[config.mk]
export PLATFORM = sky130hd
export DESIGN_NAME = truth_table_evaluator
export DESIGN_NICKNAME = d
export VERILOG_FILES = /design/src/rtl/truth_table_evaluator.sv
export SDC_FILE = /design/constraint.sdc
export NUM_CORES = 1
export LEC_CHECK = 0
export BUFFER_PORTS_ARGS = -buffer_cell sky130_fd_sc_hd__buf_2
export CORE_MARGIN = 1.5
export CORE_UTILIZATION = 60
export CTS_CLUSTER_SIZE = 12
export DETAILED_ROUTE_END_ITERATION = 8
export HOLD_SLACK_MARGIN = 0.02
export PLACE_DENSITY = 0.82
export SKIP_LAST_GASP = 1
export SLEW_MARGIN = 10
export SYNTH_ARGS = -nofsm -noshare
export SYNTH_HDL_FRONTEND = slang
export SYNTH_SLANG_ARGS = --single-unit
[constraint.sdc]
create_clock -name clk -period 5.7 [get_ports clk]
set_clock_uncertainty 0.2 [all_clocks]
set_input_delay 0.855 -clock clk [delete_from_list [all_inputs] [get_ports clk]]
set_output_delay 0.855 -clock clk [all_outputs]
set_load 0.02 [all_outputs]
[src/rtl/truth_table_evaluator.sv]
// Sweeps every input vector through a candidate circuit, captures its truth table,
// and ships the table to the host as a framed 8N1 UART byte stream.
module truth_table_evaluator #(
  parameter int unsigned N_IN         = 3,
  parameter int unsigned N_OUT        = 2,
  parameter int unsigned SETTLE       = 4,
  parameter int unsigned CLKS_PER_BIT = 434,
  parameter logic [7:0]  HEADER       = 8'hA5
) (
  input  logic                          clk,
  input  logic                          rst_n,
  input  logic                          start,
  output logic [N_IN-1:0]               due_in,
  input  logic [N_OUT-1:0]              due_out,
  output logic [N_OUT*(2**N_IN)-1:0]    truth_table,
  output logic                          tx,
  output logic                          busy,
  output logic                          done
);

  localparam int unsigned N_VEC  = 2**N_IN;
  localparam int unsigned TT_W   = N_OUT * N_VEC;
  localparam int unsigned NB     = (TT_W + 7) / 8;
  localparam int unsigned PAD_W  = NB * 8;
  localparam int unsigned BYTE_W = $clog2(NB + 1);
  localparam int unsigned BT_W   = $clog2(CLKS_PER_BIT);
  localparam int unsigned ST_W   = $clog2(SETTLE + 1);
  localparam int unsigned VEC_W  = N_IN + 1;

  typedef enum logic [2:0] {
    IDLE, DRIVE, SAMPLE, LOAD, TX_START, TX_DATA, TX_STOP, FINISH
  } state_t;

  state_t            state_q, state_d;
  logic [VEC_W-1:0]  vec_q, vec_d;
  logic [N_IN-1:0]   due_in_q, due_in_d;
  logic [TT_W-1:0]   tt_q, tt_d;
  logic [ST_W-1:0]   settle_q, settle_d;
  logic [BT_W-1:0]   bit_tmr_q, bit_tmr_d;
  logic [2:0]        bit_idx_q, bit_idx_d;
  logic [BYTE_W-1:0] byte_q, byte_d;
  logic [7:0]        shift_q, shift_d;
  logic              tx_q, tx_d;
  logic              busy_q, busy_d;
  logic              done_q, done_d;

  logic [PAD_W-1:0]  tt_pad;
  logic [7:0]        frame_byte;
  logic              bit_end;
  logic              last_vec;
  logic              last_byte;

  assign bit_end   = (bit_tmr_q == BT_W'(CLKS_PER_BIT - 1));
  assign last_vec  = (vec_q == VEC_W'(N_VEC - 1));
  assign last_byte = (byte_q == BYTE_W'(NB));

  // Frame byte 0 is the header; byte j>0 is table byte j-1, zero-padded above the MSB.
  always_comb begin
    tt_pad     = PAD_W'(tt_q);
    frame_byte = HEADER;
    for (int unsigned j = 1; j <= NB; j++) begin
      if (byte_q == BYTE_W'(j)) frame_byte = tt_pad[(j-1)*8 +: 8];
    end
  end

  always_comb begin
    state_d   = state_q;
    vec_d     = vec_q;
    due_in_d  = due_in_q;
    tt_d      = tt_q;
    settle_d  = settle_q;
    bit_tmr_d = bit_tmr_q;
    bit_idx_d = bit_idx_q;
    byte_d    = byte_q;
    shift_d   = shift_q;
    tx_d      = tx_q;
    busy_d    = busy_q;
    done_d    = 1'b0;

    unique case (state_q)
      IDLE: begin
        if (start) begin
          state_d  = DRIVE;
          vec_d    = '0;
          due_in_d = '0;
          tt_d     = '0;
          settle_d = '0;
          busy_d   = 1'b1;
        end
      end
      DRIVE: begin
        if (settle_q == ST_W'(SETTLE - 1)) begin
          settle_d = '0;
          state_d  = SAMPLE;
        end else begin
          settle_d = settle_q + 1'b1;
        end
      end
      SAMPLE: begin
        for (int unsigned v = 0; v < N_VEC; v++) begin
          if (vec_q[N_IN-1:0] == N_IN'(v)) tt_d[v*N_OUT +: N_OUT] = due_out;
        end
        if (last_vec) begin
          byte_d  = '0;
          state_d = LOAD;
        end else begin
          vec_d    = vec_q + 1'b1;
          due_in_d = due_in_q + 1'b1;
          state_d  = DRIVE;
        end
      end
      LOAD: begin
        // tx is registered, so each line level is set on entry to the state that owns it.
        shift_d   = frame_byte;
        bit_tmr_d = '0;
        tx_d      = 1'b0;
        state_d   = TX_START;
      end
      TX_START: begin
        if (bit_end) begin
          bit_tmr_d = '0;
          bit_idx_d = '0;
          tx_d      = shift_q[0];
          state_d   = TX_DATA;
        end else begin
          bit_tmr_d = bit_tmr_q + 1'b1;
        end
      end
      TX_DATA: begin
        if (bit_end) begin
          bit_tmr_d = '0;
          if (bit_idx_q == 3'd7) begin
            tx_d    = 1'b1;
            state_d = TX_STOP;
          end else begin
            shift_d   = {1'b0, shift_q[7:1]};
            tx_d      = shift_q[1];
            bit_idx_d = bit_idx_q + 1'b1;
          end
        end else begin
          bit_tmr_d = bit_tmr_q + 1'b1;
        end
      end
      TX_STOP: begin
        if (bit_end) begin
          bit_tmr_d = '0;
          if (last_byte) begin
            done_d  = 1'b1;
            state_d = FINISH;
          end else begin
            byte_d  = byte_q + 1'b1;
            state_d = LOAD;
          end
        end else begin
          bit_tmr_d = bit_tmr_q + 1'b1;
        end
      end
      FINISH: begin
        busy_d  = 1'b0;
        state_d = IDLE;
      end
      default: state_d = IDLE;
    endcase
  end

  always_ff @(posedge clk or negedge rst_n) begin
    if (!rst_n) begin
      state_q   <= IDLE;
      vec_q     <= '0;
      due_in_q  <= '0;
      tt_q      <= '0;
      settle_q  <= '0;
      bit_tmr_q <= '0;
      bit_idx_q <= '0;
      byte_q    <= '0;
      shift_q   <= '0;
      tx_q      <= 1'b1;
      busy_q    <= 1'b0;
      done_q    <= 1'b0;
    end else begin
      state_q   <= state_d;
      vec_q     <= vec_d;
      due_in_q  <= due_in_d;
      tt_q      <= tt_d;
      settle_q  <= settle_d;
      bit_tmr_q <= bit_tmr_d;
      bit_idx_q <= bit_idx_d;
      byte_q    <= byte_d;
      shift_q   <= shift_d;
      tx_q      <= tx_d;
      busy_q    <= busy_d;
      done_q    <= done_d;
    end
  end

  assign due_in      = due_in_q;
  assign truth_table = tt_q;
  assign tx          = tx_q;
  assign busy        = busy_q;
  assign done        = done_q;

endmodule
==> run_results.csv <==
group,metric,value,unit
outcome,status,"completed",
placed_design,gp_congestion,0.7829,
placed_design,placed_cell_area,3047,um2
critical_path,start_kind,"flip-flop",
timing,setup_viol,0,
clock_tree,cts_root_buf,"clkbuf_8",
logic_synthesis,ys_ff_latch,54,
worst_hold_path,min_path_type,"reg -> reg",
die,die_area,5253,um2
timing,period_needed,2483,ps
logic_synthesis,syn_area_per_cell,9.753,um2
global_route,grt_max_degree,55,
logic_synthesis,synth.net_count,316,
run,cap_violations,0,
global_route,first_global_vias,1986,
power,p_per_area,392.1,nW/um2
cells_and_area,area_growth,9.158,%
timing,fin_setup_tns,0,ps
die,start_util,0.6173,
critical_path,cp_cell_sequence,"inv_1 -> a221oi_2 -> o21ai_0 -> a31oi_1",
critical_path,rr_startpoint,"state_q[2]",
power,p_switching,0.4765,mW
power,swShare,0.3843,
clock_tree,clk-insertion-delay-late,310,ps
critical_path,r2r_slack,3220,ps
placed_design,io_buffers,26,
power,clock_power_share,0.209,
detailed_routing,wl_per_cell,15.70,um
clock_tree,cts_resized,0,
detailed_routing,drt_pass1_iterations,4,
cells_and_area,antennaDiodeCount,0,
critical_path,cp.required,5740,ps
critical_path,cp-end-kind,"flip-flop",
detailed_routing,vias,2236,
power,leakagePower,1.525,nW
cells_and_area,nFillCells,365,
logic_synthesis,yosysSeqAreaShare,0.4670,
clock_tree,postCtsSetupBuffers,0,
placed_design,dp_hpwl,4.054,mm
clock_tree,cts_num_sinks,54,
clock_tree,cts_made_buffers,5,
critical_path,critPathTopFamily,"compound AO/OA/AOI/OAI gates",
detailed_routing,ant_nets,0,
logic_synthesis,synthArstFlopShare,1.000,
timing,slew_headroom,0.3104,
clock_tree,cts.clk_slew.worst_paths,100,ps
logic_synthesis,synth_ff_type,"dfrtp_1",
clock_tree,cts_tree,"done",
die,fp.dieH,72.48,um
logic_synthesis,ys.warnings.count,0,
cells_and_area,design_area,3162,um2
detailed_routing,wl,5.857,mm
timing,fmax,402.7,MHz
global_route,grt_first_pass_wirelength,9.660,mm
logic_synthesis,netlist_area,2897,um2
power,sequentialPowerShare,0.470,
logic_synthesis,synthesis.instances,297,
logic_synthesis,synth_top_area_share,0.4579,
global_route,grt_overflow,0,
detailed_routing,via_per_inst,5.995,
power,combPwrFrac,0.321,
power,power.internal,0.7632,mW
critical_path,reg2regPathDepth,4,
logic_synthesis,synth.distinct_cells,52,
critical_path,max_stage_delay,810,ps
critical_path,r2r_end,"bit_tmr_q[5]",
placed_design,pre_cts_slack,2928,ps
critical_path,worstPathArrival,2520,ps
critical_path,cp_max_fo,20,
die,num_rows,25,
critical_path,cp.depth,4,
global_route,grt_antenna_before_repair,0,
global_route,gr-usage-all-layers,0.2403,
critical_path,path_class,"reg -> reg",
cells_and_area,post_route_cells_drive_above_1_share,0.1505,
critical_path,crit_buf_inv,1,
clock_tree,cts_buffer_depth,2,
timing,rsz0062_at_grt,"false",
die,core_area,4692,um2
die,ios,27,
logic_synthesis,ys_top_cells_by_area,"dfrtp_1, ha_1, nand2_1",
detailed_routing,drc,0,
timing,worst_slack,3217,ps
power,vdd_ir_drop_max,0.2444,mV
critical_path,crit_path_top_delay_cell,"a221oi_2",
clock_tree,cts_hold_buf,0,
critical_path,worstSetupStartpoint,"state_q[2]",
timing,worst_pin_slew,1034,ps
timing,finalCritPeriodShare,0.4356,
detailed_routing,first_iter_violations,173,
logic_synthesis,synth_edf_count,0,
logic_synthesis,yosysTopAreaCell,"dfrtp_1",
clock_tree,htree_levels,2,
die,die-width,72.48,um
critical_path,cp-endpoint,"bit_tmr_q[5]",
cells_and_area,final_nets,337,
timing,finalMaxSlewViolations,0,
timing,hold_viol_final,0,
## cell usage in the layout (no fill, tap or decap), types with 2 or more instances in the layout
master	synthesis	layout
nor2_1	19	19
a22o_1	2	2
o211ai_1	2	2
and2_1	3	3
mux2i_1	10	10
nand2_1	44	44
nor2b_1	2	2
inv_1	13	13
a32o_1	5	5
xnor2_1	2	2
nand2b_1	4	4
xor2_1	2	2
o311ai_0	2	2
dfrtp_1	53	53
a31oi_1	4	4
a21oi_1	14	14
nand4_1	5	5
ha_1	14	14
nand3b_1	4	4
o22ai_1	4	4
o21ai_0	24	24
nand3_1	14	14
and3_1	2	2
a21o_1	2	2
nor3_1	2	2
buf_2	2	26
a22oi_1	4	4
mux2_4	7	7
clkbuf_8	0	5
## sequential cells by signal, indices dropped and copies added (netlist names)
name	count
byte_q	2
state_q	3
tx	1
truth_table	16
shift_q	8
done	1
bit_idx_q	3
settle_q	3
due_in	3
bit_tmr_q	9
busy	1
vec_q	4
## Yosys cell counts (all sizes together), types with 2 or more instances
cell type	count
a22oi	4
o211ai	2
mux2	7
a221oi	2
nand2b	4
o21ai	24
mux2i	10
inv	13
a22o	2
o311ai	2
nand2	45
a21o	2
nand3	14
o22ai	4
nor3	2
and2	3
xor2	2
dfrtp	53
a32o	5
nand3b	4
nor2	19
a31oi	4
and3	2
a21oi	14
nand4	5
nor4b	2
buf	4
xnor2	2
nor2b	2
clkbuf	9
ha	14
## area by class of cell
cell class | count | area [um2] | share of cell area
sequential | 54 | 1353 | 0.4278
inverter | 13 | 48.80 | 0.01543
multi-input combinational | 217 | 1445 | 0.4571
timing repair buffer | 27 | 137.6 | 0.04353
clock inverter | 2 | 37.54 | 0.01187
clock buffer | 6 | 72.57 | 0.02295
tap | 54 | 67.56 | 0.02137
## power groups by stage
stage | registers, mW | logic (mW) | clock network (mW)
2_1_floorplan | 0.551 | 0.329 | 0
3_3_place_gp | 0.583 | 0.381 | 0
3_5_place_dp | 0.585 | 0.398 | 0
4_1_cts | 0.580 | 0.399 | 0.262
5_1_grt | 0.601 | 0.445 | 0.276
6_report | 0.583 | 0.398 | 0.259
## routing by layer
metal | track usage | up-vias | wire length (um)
met2 | 0.3539 | 50 | 2706
met1 | 0.3595 | 1066 | 2832
met3 | 0.05000 | 7 | 242
met5 | 0 | - | 0
li1 | - | 1113 | -
met4 | 0.06918 | 0 | 76
## worst min path at each step
stage                      from           to  slack (ps)  depth (start not counted)
finish              settle_q[0]  settle_q[0]         300                          1
global route        settle_q[2]  settle_q[2]         340                          1
CTS                 settle_q[2]  settle_q[2]         300                          1
detailed placement  settle_q[2]  settle_q[2]         280                          1
global placement           busy         busy         270                          2
floorplan           settle_q[2]  settle_q[2]         260                          1
## per-stage QoR
step,hold slack [ps],util,instances,power (mW)
6_report,303.7,0.6739,373,1.240
3_5_place_dp,280.1,0.6493,365,0.9822
3_3_place_gp,273.4,0.6493,365,0.9646
5_1_grt,336.7,0.6739,373,1.322
2_1_floorplan,260.4,-,297,0.8806
4_1_cts,301.7,0.6728,373,1.241
## kinds of logic (layout without fill, tap and decap cells)
| family | Yosys count | after routing | synth area share |
|---|---|---|---|
| mux | 17 | 17 | 0.07084 |
| compound gates | 73 | 73 | 0.1659 |
| fa+ha+maj | 14 | 14 | 0.06048 |
| flops | 54 | 54 | 0.4670 |
| simple gates | 109 | 109 | 0.1879 |
| buf+inv | 26 | 48 | 0.03585 |
| xor+xnor | 4 | 4 | 0.01210 |
Power figures use the tool's default switching activity.
